==> config.mk <==
export PLATFORM = sky130hd
export DESIGN_NAME = gelato_l2_cache_arbiter
export DESIGN_NICKNAME = d
export VERILOG_FILES = /design/src/rtl/gelato_l2_cache_arbiter.sv
export SDC_FILE = /design/constraint.sdc
export NUM_CORES = 1
export LEC_CHECK = 0
export CORE_AREA = 5 5 461 463
export DETAILED_ROUTE_END_ITERATION = 8
export DIE_AREA = 0 0 466 468
export HOLD_SLACK_MARGIN = 0.02
export PLACE_DENSITY_LB_ADDON = 0.25
export SLEW_MARGIN = 20
export SYNTH_ARGS = -nofsm -noshare
export SYNTH_HDL_FRONTEND = slang
export SYNTH_SLANG_ARGS = --single-unit
==> constraint.sdc <==
create_clock -name clk -period 5.39 [get_ports clk]
set_clock_uncertainty 0.15 [all_clocks]
set_input_delay 0.8085 -clock clk [delete_from_list [all_inputs] [get_ports clk]]
set_output_delay 0.8085 -clock clk [all_outputs]
set_load 0.02 [all_outputs]
==> src/rtl/gelato_l2_cache_arbiter.sv <==
// Round-robin share of one L2 request port among NUM_PORTS L1s, one L2 transaction in flight.
// l1_valid->l2_valid 1 cycle, l2_done->l1_done 1 cycle; losers simply hold l1_valid until their l1_done.
module gelato_l2_cache_arbiter #(
   parameter int NUM_PORTS  = 4,
   parameter int ADDR_WIDTH = 32,
   parameter int LINE_WIDTH = 512
) (
   input  logic                            clk,
   input  logic                            rst,
   input  logic [NUM_PORTS-1:0]            l1_valid,
   input  logic [NUM_PORTS*ADDR_WIDTH-1:0] l1_addr,
   output logic [NUM_PORTS-1:0]            l1_done,
   output logic [LINE_WIDTH-1:0]           l1_data,
   output logic                            l2_valid,
   output logic [ADDR_WIDTH-1:0]           l2_addr,
   input  logic                            l2_done,
   input  logic [LINE_WIDTH-1:0]           l2_data
);

   localparam int IDXW = $clog2(NUM_PORTS);

   typedef logic [ADDR_WIDTH-1:0] addr_t;
   typedef logic [LINE_WIDTH-1:0] l1_cache_line_t;
   typedef logic [IDXW-1:0]       idx_t;
   typedef logic [IDXW:0]         idx_ext_t;

   typedef enum logic [1:0] {
      ST_IDLE = 2'd0,
      ST_BUSY = 2'd1,
      ST_RESP = 2'd2
   } state_t;

   state_t         state_q, state_d;
   idx_t           grant_q, grant_d;
   idx_t           rr_ptr_q, rr_ptr_d;
   idx_t           mask_idx_q, mask_idx_d;
   logic           mask_vld_q, mask_vld_d;
   addr_t          l2_addr_q, l2_addr_d;
   l1_cache_line_t data_q, data_d;

   logic [NUM_PORTS-1:0] req;
   logic                 sel_found;
   idx_t                 sel_idx;
   idx_ext_t             cand;

   // Modulo-NUM_PORTS add; the extra bit keeps a + b < 2*NUM_PORTS exact.
   function automatic idx_t wrap_add(input idx_t a, input idx_ext_t b);
      idx_ext_t s;
      s = {1'b0, a} + b;
      if (s >= idx_ext_t'(NUM_PORTS)) begin
         s = s - idx_ext_t'(NUM_PORTS);
      end
      return s[IDXW-1:0];
   endfunction

   // The just-served L1 still shows valid in the IDLE cycle after RESP.
   always_comb begin
      req       = l1_valid;
      sel_found = 1'b0;
      sel_idx   = '0;
      cand      = '0;
      if (mask_vld_q) begin
         req[mask_idx_q] = 1'b0;
      end
      for (int i = 0; i < NUM_PORTS; i++) begin
         cand = {1'b0, wrap_add(rr_ptr_q, idx_ext_t'(i))};
         if (!sel_found && req[cand[IDXW-1:0]]) begin
            sel_found = 1'b1;
            sel_idx   = cand[IDXW-1:0];
         end
      end
   end

   always_comb begin
      state_d    = state_q;
      grant_d    = grant_q;
      rr_ptr_d   = rr_ptr_q;
      mask_idx_d = mask_idx_q;
      mask_vld_d = mask_vld_q;
      l2_addr_d  = l2_addr_q;
      data_d     = data_q;
      case (state_q)
         ST_IDLE: begin
            mask_vld_d = 1'b0;
            if (sel_found) begin
               grant_d   = sel_idx;
               l2_addr_d = l1_addr[int'(sel_idx)*ADDR_WIDTH +: ADDR_WIDTH];
               state_d   = ST_BUSY;
            end
         end
         ST_BUSY: begin
            if (l2_done) begin
               data_d  = l2_data;
               state_d = ST_RESP;
            end
         end
         ST_RESP: begin
            rr_ptr_d   = wrap_add(grant_q, idx_ext_t'(1));
            mask_idx_d = grant_q;
            mask_vld_d = 1'b1;
            state_d    = ST_IDLE;
         end
         default: begin
            state_d = ST_IDLE;
         end
      endcase
   end

   always_ff @(posedge clk) begin
      if (rst) begin
         state_q    <= ST_IDLE;
         grant_q    <= '0;
         rr_ptr_q   <= '0;
         mask_idx_q <= '0;
         mask_vld_q <= 1'b0;
         l2_addr_q  <= '0;
         data_q     <= '0;
      end else begin
         state_q    <= state_d;
         grant_q    <= grant_d;
         rr_ptr_q   <= rr_ptr_d;
         mask_idx_q <= mask_idx_d;
         mask_vld_q <= mask_vld_d;
         l2_addr_q  <= l2_addr_d;
         data_q     <= data_d;
      end
   end

   always_comb begin
      l1_done = '0;
      if (state_q == ST_RESP) begin
         l1_done[grant_q] = 1'b1;
      end
   end

   assign l1_data  = data_q;
   assign l2_valid = (state_q == ST_BUSY);
   assign l2_addr  = l2_addr_q;

endmodule
[Word-level counts from Yosys, hierarchy flattened]
Cells that the tools add are included.
Storage, ports and cells
  input bits: 647
  output and inout port bits: 549
  word-level logic and storage cells: 80
  bits in registers: 553
Cells by class
  equal/unequal tests: 4
  shift operators: 1
  order comparisons: 13
  mux-type cells: 31
  bitwise gates (word level): 2
  add/subtract/negate cells: 9
  reduce and logical (&&, ||, !) cells: 13
Operators by type and width (count)
  $shiftx 128x8->32: 1
  $mux 2: 11
  $lt 2x3->1 const B: 6
  $ge 3x3->1 const B: 4
  $mux 1: 10
  $sub 2x1->2 const B: 5
  $bmux 1 s2: 4
  $mux 4: 2
  $add 2x1->3 const B: 2
  $add 2x2->3 const B: 2
  $reduce_and 2->1: 3
  $logic_and 1x1->1: 5
  $and 4x4->4: 1
  $demux 1 s2: 2
  $ge 2x1->1 const B: 2
  $not 4->4: 1
  $pmux 2 s2: 1
  $ge 2x3->1 const B: 1
  $logic_not 1->1: 3
  $eq 2x1->1 const B: 1
  $eq 2x2->1 const B: 1
  $logic_not 2->1: 1
  $ne 2x1->1 const B: 1
  $ne 2x2->1 const B: 1
  other kinds (2): 2

[Longest topological paths before layout]
Gate-level depths: netlist of run 1.
  depth after elaboration: 21
  gate-level depth with buffers: 10
  mapped depth without buffers: 6

[Worst setup path before layout of run 1]
Ideal clock, no wire load.
  kind: input to register
  from: input l1_valid[1]
  to: register l2_addr_q[0], in the netlist l2_addr[0]
  library setup time: 0.117 ns
  path buffers: 2
  cell stages on the path: 8
  required time: 5.123 ns
  data arrival time: 2.079 ns
  setup slack: 3.044 ns
  cell sequence: mux2i_1 -> a21oi_1 -> mux2i_1 -> and4_1 -> buf_6 -> buf_6 -> a31oi_1 -> a22o_1
On the way
  longest elaborated chain between the ends: 15
  elaborated cells on any way between the ends: 26
  classes of those cells: 1 x shift; 17 x mux; 1 x bitwise; 7 x reduce/logical
RTL lines
  start, declared: line 10  | input logic [NUM_PORTS-1:0] l1_valid,
  $and 4x4->4 (no source line)
  $mux 4 (*): line 62  | if (mask_vld_q) begin
  $bmux 1 s2: line 67  | if (!sel_found && req[cand[IDXW-1:0]]) begin
  $mux 1 (not written as such): line 67
  $mux 1: line 67
  $logic_not 1->1: line 67
  $logic_and 1x1->1: line 67
  $mux 1: line 67
  $logic_not 1->1: line 67
  $logic_and 1x1->1: line 67
  $mux 1: line 67
  $logic_not 1->1: line 67
  $logic_and 1x1->1: line 67
  $mux 2 or $mux 1 (tied branches): line 67
  $shiftx 128x8->32 or $reduce_and 2->1 (tied branches)
  end signal, assigned: line 124  | l2_addr_q <= l2_addr_d;
  end, declared: line 38  | addr_t l2_addr_q, l2_addr_d;
Every way passes the cells marked *; elsewhere a longest branch is shown, timed or not. The select of a mux whose other input is x is not followed.
A chain may end at the register's enable or synchronous reset.

[Worst setup path after layout of run 1]
  from: register state_q[1]
  to: output l1_done[0]
On the way
  longest elaborated chain between the ends: 2
RTL lines
  start, declared: line 33  | state_t state_q, state_d;
  start signal, assigned: line 119  | state_q <= state_d;
  $eq 2x2->1: line 131  | if (state_q == ST_RESP) begin
  $mux 4: line 131
  end, declared: line 12  | output logic [NUM_PORTS-1:0] l1_done,
Every way passes these cells.

==> results of run 1 <==
layer usage:
metal	share of wire (%)	vias to the layer above
met5	0.38	-
met4	1.7	86
met2	44	1061
met1	42	10871
met3	12	210
li1	-	10840
critical path: cells and delay by family (launching register included):
family,cells,cell delay [ns]
buffers and inverters,1,0.76
and+or+nand+nor,2,0.56
DFF,1,0.36
cell families after synthesis:
family	count (synthesis)	synth area share (%)
compound gates	666	17.55
mux	3	0.1541
xor+xnor	2	0.1603
simple gates	1170	22.64
buf+inv	219	4.715
flops	553	54.53
fa+ha+maj	4	0.2465
state kept, by name, summed over array words and instances, names as in the netlist:
signal	count
l2_addr	32
grant_q	2
rr_ptr_q	2
state_q	2
l1_data	512
mask_idx_q	2
mask_vld_q	1
worst paths after layout:
check                 end  depth (start not counted)         start  slack (ns)
max            l1_done[0]                          3    state_q[1]        2.07
min          l1_data[164]                          2  l1_data[164]        0.30
max reg2reg   l2_addr[19]                          6   rr_ptr_q[0]        2.27
min reg2reg  l1_data[164]                          2  l1_data[164]        0.30
placed cells by master, fill, tap and decap left out, drive strengths merged, types with 2 or more instances in the layout:
cell type	instances
a22o	32
buf	47
ha	4
clkinvlp	2
mux2i	2
nand3	99
clkbuf	110
nand2b	6
bufinv	7
a21oi	521
o221ai	2
o21ai	67
inv	7
a31oi	33
nand2	1037
o211ai	2
clkinv	17
nand3b	2
a211oi	2
clkdlybuf4s50	1194
diode	14
nor2	10
nor2b	4
and2	7
dfxtp	553
where the power goes:
| part | leakage [nW] | switching [mW] | internal, mW |
|---|---|---|---|
| registers | 4.50 | 0.148 | 4.33 |
| logic | 6.80 | 1.21 | 1.03 |
| clock network | 1.33 | 2.21 | 3.28 |
| total | 12.6 | 3.56 | 8.63 |
cell type report:
type	count	area share, %
inverter	3	0.02957
multi-input combinational	1845	21.80
sequential	553	29.07
tap	2805	9.216
clock inverter	30	1.163
clock buffer	110	5.937
timing repair buffer	1241	32.69
antenna	14	0.09199
==> summary.txt, run 1 <==
Power and ir drop
  – VDD IR-drop max: 201.4 uV
  – Power Total: 12.20 mW
  – Pwr per Cell Area: 320.3 mW/mm^2
  – Leakage: 12.64 nW

Floorplan
  – Starting Density: 9.745%
  – IO Count: 1196
  – Die area: 0.2181 sq mm
  – Die Span Y: 468 microns
  – Row cnt: 168
  – Chip width: between 400 and 500 microns
  – Core area: 0.2083 sq mm

Synth
  – Async SR Flop Fraction: 0%
  – Yosys cell types: 42
  – Ranking of synthesized cells by area: dfxtp_1 (55%), nand2_1 (19%), a21oi_1 (13%)
  – Post-Synthesis Cells: 2617
  – Most common cell in the netlist: nand2_1
  – Mapped Avg Cell Area: slightly below 8 sq um
  – Post-synth top flop: dfxtp_1
  – Net Count, Synth: about 3300
  – Yosys reg bits: between 500 and 600
  – Area share of the largest cell type after synthesis: 54.53%
  – Number of synthesis warnings: 0
  – Area of the mapped netlist: just over 0.02 sq mm
  – Post-synth top area cell: dfxtp_1
  – Seq/Total Area, Yosys: 54.53%
  – EDFF count, synth: 0
  – Most common library cells after synthesis: nand2_1 (1037), dfxtp_1 (553), a21oi_1 (521), clkbuf_1 (142), nand3_1 (99)

GRT
  – Antenna violations before repair: 73
  – Gr usage total: between 10 and 15%
  – GRT met3 Usage: 6.592%
  – Vias in the first global route: 22604
  – Met2 usage: 19.99%
  – First-pass GRT wire length: 194700 microns
  – Met1 Track Usage GR: 15.35%
  – GR Overflow Total: 0
  – Busiest grt layer: met2
  – Largest net degree at the start of global routing: 165

Critical path
  – Slowest CP cell: clkdlybuf4s50_1
  – Worst Setup End Kind: output port
  – Slowest Stage Delay on Critical Path: 0.76 ns
  – Sequence of cells on the critical path: nor2b_1 > and2_1 > clkdlybuf4s50_1
  – Crit path kind: register to output port
  – Worst Path Arrival: 2.36 ns
  – Worst EP required: between 4 and 5 ns
  – CP startpoint kind: register
  – Critical-path maximum fanout: 7

Placement
  – DP Area: 0.03534 sq mm
  – # port buffers: 1195
  – DP Worst Slack: 1.926 ns
  – Hpwl dp: 116500 microns
  – Final GP Congestion: 0.9040
  – Placed cell count: approximately 6400

Cells and area
  – Layout area overhead: 87.59%
  – Finished Layout Cells: 6601
  – Reg area: 0.01107 sq mm
  – Layout cells sized above 1: 4.944%
  – Footprint of the multi-input gates: 0.008303 sq mm
  – Fillers: 23367
  – Fin util: 18.28%
  – Final nets: 4372
  – Finished Cell Area: 0.03808 sq mm

Routing
  – Detailed Route Iter0 Violations: 1406
  – Vias: 23068
  – DRC viols: 0
  – Antenna Violating Nets Remaining: 0
  – Drt first pass iters: 5
  – Drt total wl: 146300 microns
  – Wirelength per Cell: 22.17 microns
  – Vias per cell: 3.495

Timing
  – Final worst slack: 2.068 ns
  – Final Cycle Share: 61.63%
  – Final Hold Violating Endpoints: 0
  – Fmax: 0.3010 GHz
  – Worst slew margin: 19.98%
  – Final Hold Slack: 0.3015 ns
  – Final setup fails: 0
  – Max-slew violation count: 0
  – RSZ-0062 raised after global routing: no
  – Fin crit period: 3.322 ns
  – Measured slew at the worst slew-check pin: 1.200 ns
  – Total negative slack: 0 ns

CTS
  – CTS tree: built
  – Cts hold-fix bufs: 0
  – Post-cts resize count: 0
  – CTS Buffer Depth: 3
  – CTS Buf Count: 77
  – Post-CTS setup buffers: 0
  – Htree depth: 3
  – CTS clk-pin slew, worst paths: ~0.05 ns
  – Clk root buf: clkbuf_16
  – Clock Latency Late Sink: 0.69 ns
  – Clock Sinks: 553

Status
  – Status: completed

Worst hold path
  – Worst hold-check path type: register to register

Job
  – Max Cap Violations: 0
Power figures use the tool's default switching activity.
==> run 2, diff against run 1 <==
Clock period 5.39 ns to 3.2 ns, I/O delays scaled along.
==> summary.txt, run 2 (synthesis results as in run 1) <==
Status
  – Status: completed

Cells and area
  – Commonest non-fill, non-tap cell in the layout: clkdlybuf4s50_1
  – Most frequent cells in the layout: clkdlybuf4s50_1 (1194), nand2_1 (1036), dfxtp_1 (552)
  – Reg area: 0.01107 sq mm (about the same)
  – Footprint of the multi-input gates: 0.008298 sq mm (about the same)
  – Max reg flops: 512 (unchanged)
  – Fillers: 23541 (+0.74%)
  – Layout cells sized above 1: 4.959% (+0.015 points)
  – Final nets: 4387 (+0.34%)
  – Layout area overhead: 88.09%

GRT
  – Gr usage total: 12.73% (+0.064 points)
  – Antenna violations before repair: 74 (+1.4%)
  – Vias in the first global route: 23139 (+2.4%)
  – Met2 usage: 20.28% (+0.29 points)
  – GR Overflow Total: 0 (unchanged)
  – Busiest grt layer: met2
  – Largest net degree at the start of global routing: 116 (-30%)
  – GRT met3 Usage: 6.258% (-0.33 points)
  – Met1 Track Usage GR: 15.49% (+0.14 points)
  – First-pass GRT wire length: 195000 microns (+0.12%)

Routing
  – Drt first pass iters: 5 (unchanged)
  – Vias per cell: 3.493 (about the same)
  – Drt total wl: 146900 microns (+0.38%)
  – DRC viols: 0 (unchanged)
  – Wirelength per Cell: 22.23 microns (+0.29%)
  – Antenna Violating Nets Remaining: 0 (unchanged)
  – Detailed Route Iter0 Violations: 1408 (+0.14%)
  – Vias: 23078 (+0.043%)

Timing
  – Max-slew violation count: 0 (unchanged)
  – Fmax: 0.3479 GHz
  – Final setup fails: 0 (unchanged)
  – Final Hold Slack: 0.1924 ns (-0.1091 ns)
  – Final Cycle Share: 89.82%
  – Worst slew margin: 35.42% (+15 points)
  – Measured slew at the worst slew-check pin: 0.9664 ns (-0.2339 ns)
  – RSZ-0062 raised after global routing: no
  – Final Hold Violating Endpoints: 0 (unchanged)
  – Fin crit period: 2.874 ns

Critical path
  – Worst Path Arrival: 2.24 ns (-0.12 ns)
  – Worst EP required: 2.57 ns (-1.86 ns)
  – Critical-path maximum fanout: 6 (-1)
  – Worst Setup End Kind: output port
  – CP startpoint kind: register
  – Crit path kind: register to output port

CTS
  – Clock Latency Late Sink: 0.66 ns (-0.03 ns)
  – CTS Buf Count: 76 (-1.3%)
  – Clk root buf: clkbuf_16
  – CTS tree: built
  – CTS Buffer Depth: 3 (unchanged)
  – Post-CTS setup buffers: 0 (unchanged)
  – CTS clk-pin slew, worst paths: 0.06 ns (about the same)
  – Clock Sinks: 553 (unchanged)
  – Htree depth: 3 (unchanged)

Worst hold path
  – Worst hold-check path type: input pin to register

Placement
  – Hpwl dp: 118400 microns (+1.7%)
  – # port buffers: 1195 (unchanged)
  – Final GP Congestion: 0.8824 (-2.4%)

Power and ir drop
  – Power Total: 20.16 mW (+65%)
  – VDD IR-drop max: 351.3 uV (+74%)
  – Leakage: 12.68 nW (+0.30%)
  – Pwr per Cell Area: 527.9 mW/mm^2 (+65%)

Job
  – Max Cap Violations: 0 (unchanged)

Floorplan
  – Die Span Y: 468 microns (unchanged)
  – Die area: 0.2181 sq mm (unchanged)
  – Row cnt: 168 (unchanged)
  – Core area: 0.2083 sq mm (unchanged)
  – Starting Density: 9.745% (unchanged)
  – Chip width: 466 microns (unchanged)
  – IO Count: 1196 (unchanged)
-- run 2: metal layers --
metal	wire length, microns	vias up
met5	553	-
li1	-	10875
met3	15930	214
met4	2728	86
met1	62410	10915
met2	65260	988
-- run 2: cell type report --
class	count	share of cell area (%)
Sequential cell	553	29.00
Clock inverter	21	0.8684
Clock buffer	112	5.757
Antenna cell	11	0.07209
Multi-Input combinational cell	1845	21.73
Timing Repair Buffer	1257	33.35
Inverter	3	0.02949
Tap cell	2805	9.192
-- run 2: repair_timing --
item / 4_1_cts / 5_1_grt
hold buffers: 1 / 0
resized for setup: 0 / 2
endpoints found under the setup margin: 0 / 2
endpoints found under the hold margin: 1 / 0
-- run 2: final timing paths --
path / startpoint / end / slack, ns / cells after the start
max: grant_q[0] / l1_done[0] / 0.33 / 4
max reg2reg: rr_ptr_q[0] / l2_addr[18] / 0.38 / 6
min: l2_data[22] / l1_data[22] / 0.19 / 3
min reg2reg: l1_data[480] / l1_data[480] / 0.30 / 2
-- run 2: per-stage QoR --
| stage | util, % | setup WS, ns | area, sq um | std cells | setup TNS, ns |
|---|---|---|---|---|---|
| after floorplan | - | 1.058 | 20300 | 2617 | 0 |
| after global placement | 17.10 | 0.005458 | 35610 | 6462 | 0 |
| after detailed placement | 17.10 | -0.03649 | 35610 | 6462 | -0.7135 |
| after CTS | 18.31 | 0.01234 | 38150 | 6596 | 0 |
| after global routing | 18.32 | 0.1132 | 38160 | 6597 | 0 |
| final | 18.33 | 0.3258 | 38180 | 6607 | 0 |
-- run 2: critical path: stages (launching register included) --
cell,delay (ns)
dfxtp_1,0.49
inv_1,0.11
ha_1,0.21
and2_1,0.14
clkdlybuf4s50_1,0.63
-- run 2: power by group --
part	total, mW	internal, mW	switching, mW	leakage (nW)
registers	7.53	7.29	0.246	4.50
clock network	8.79	5.26	3.53	1.24
logic	3.83	1.78	2.05	6.93
total	20.2	14.3	5.83	12.7
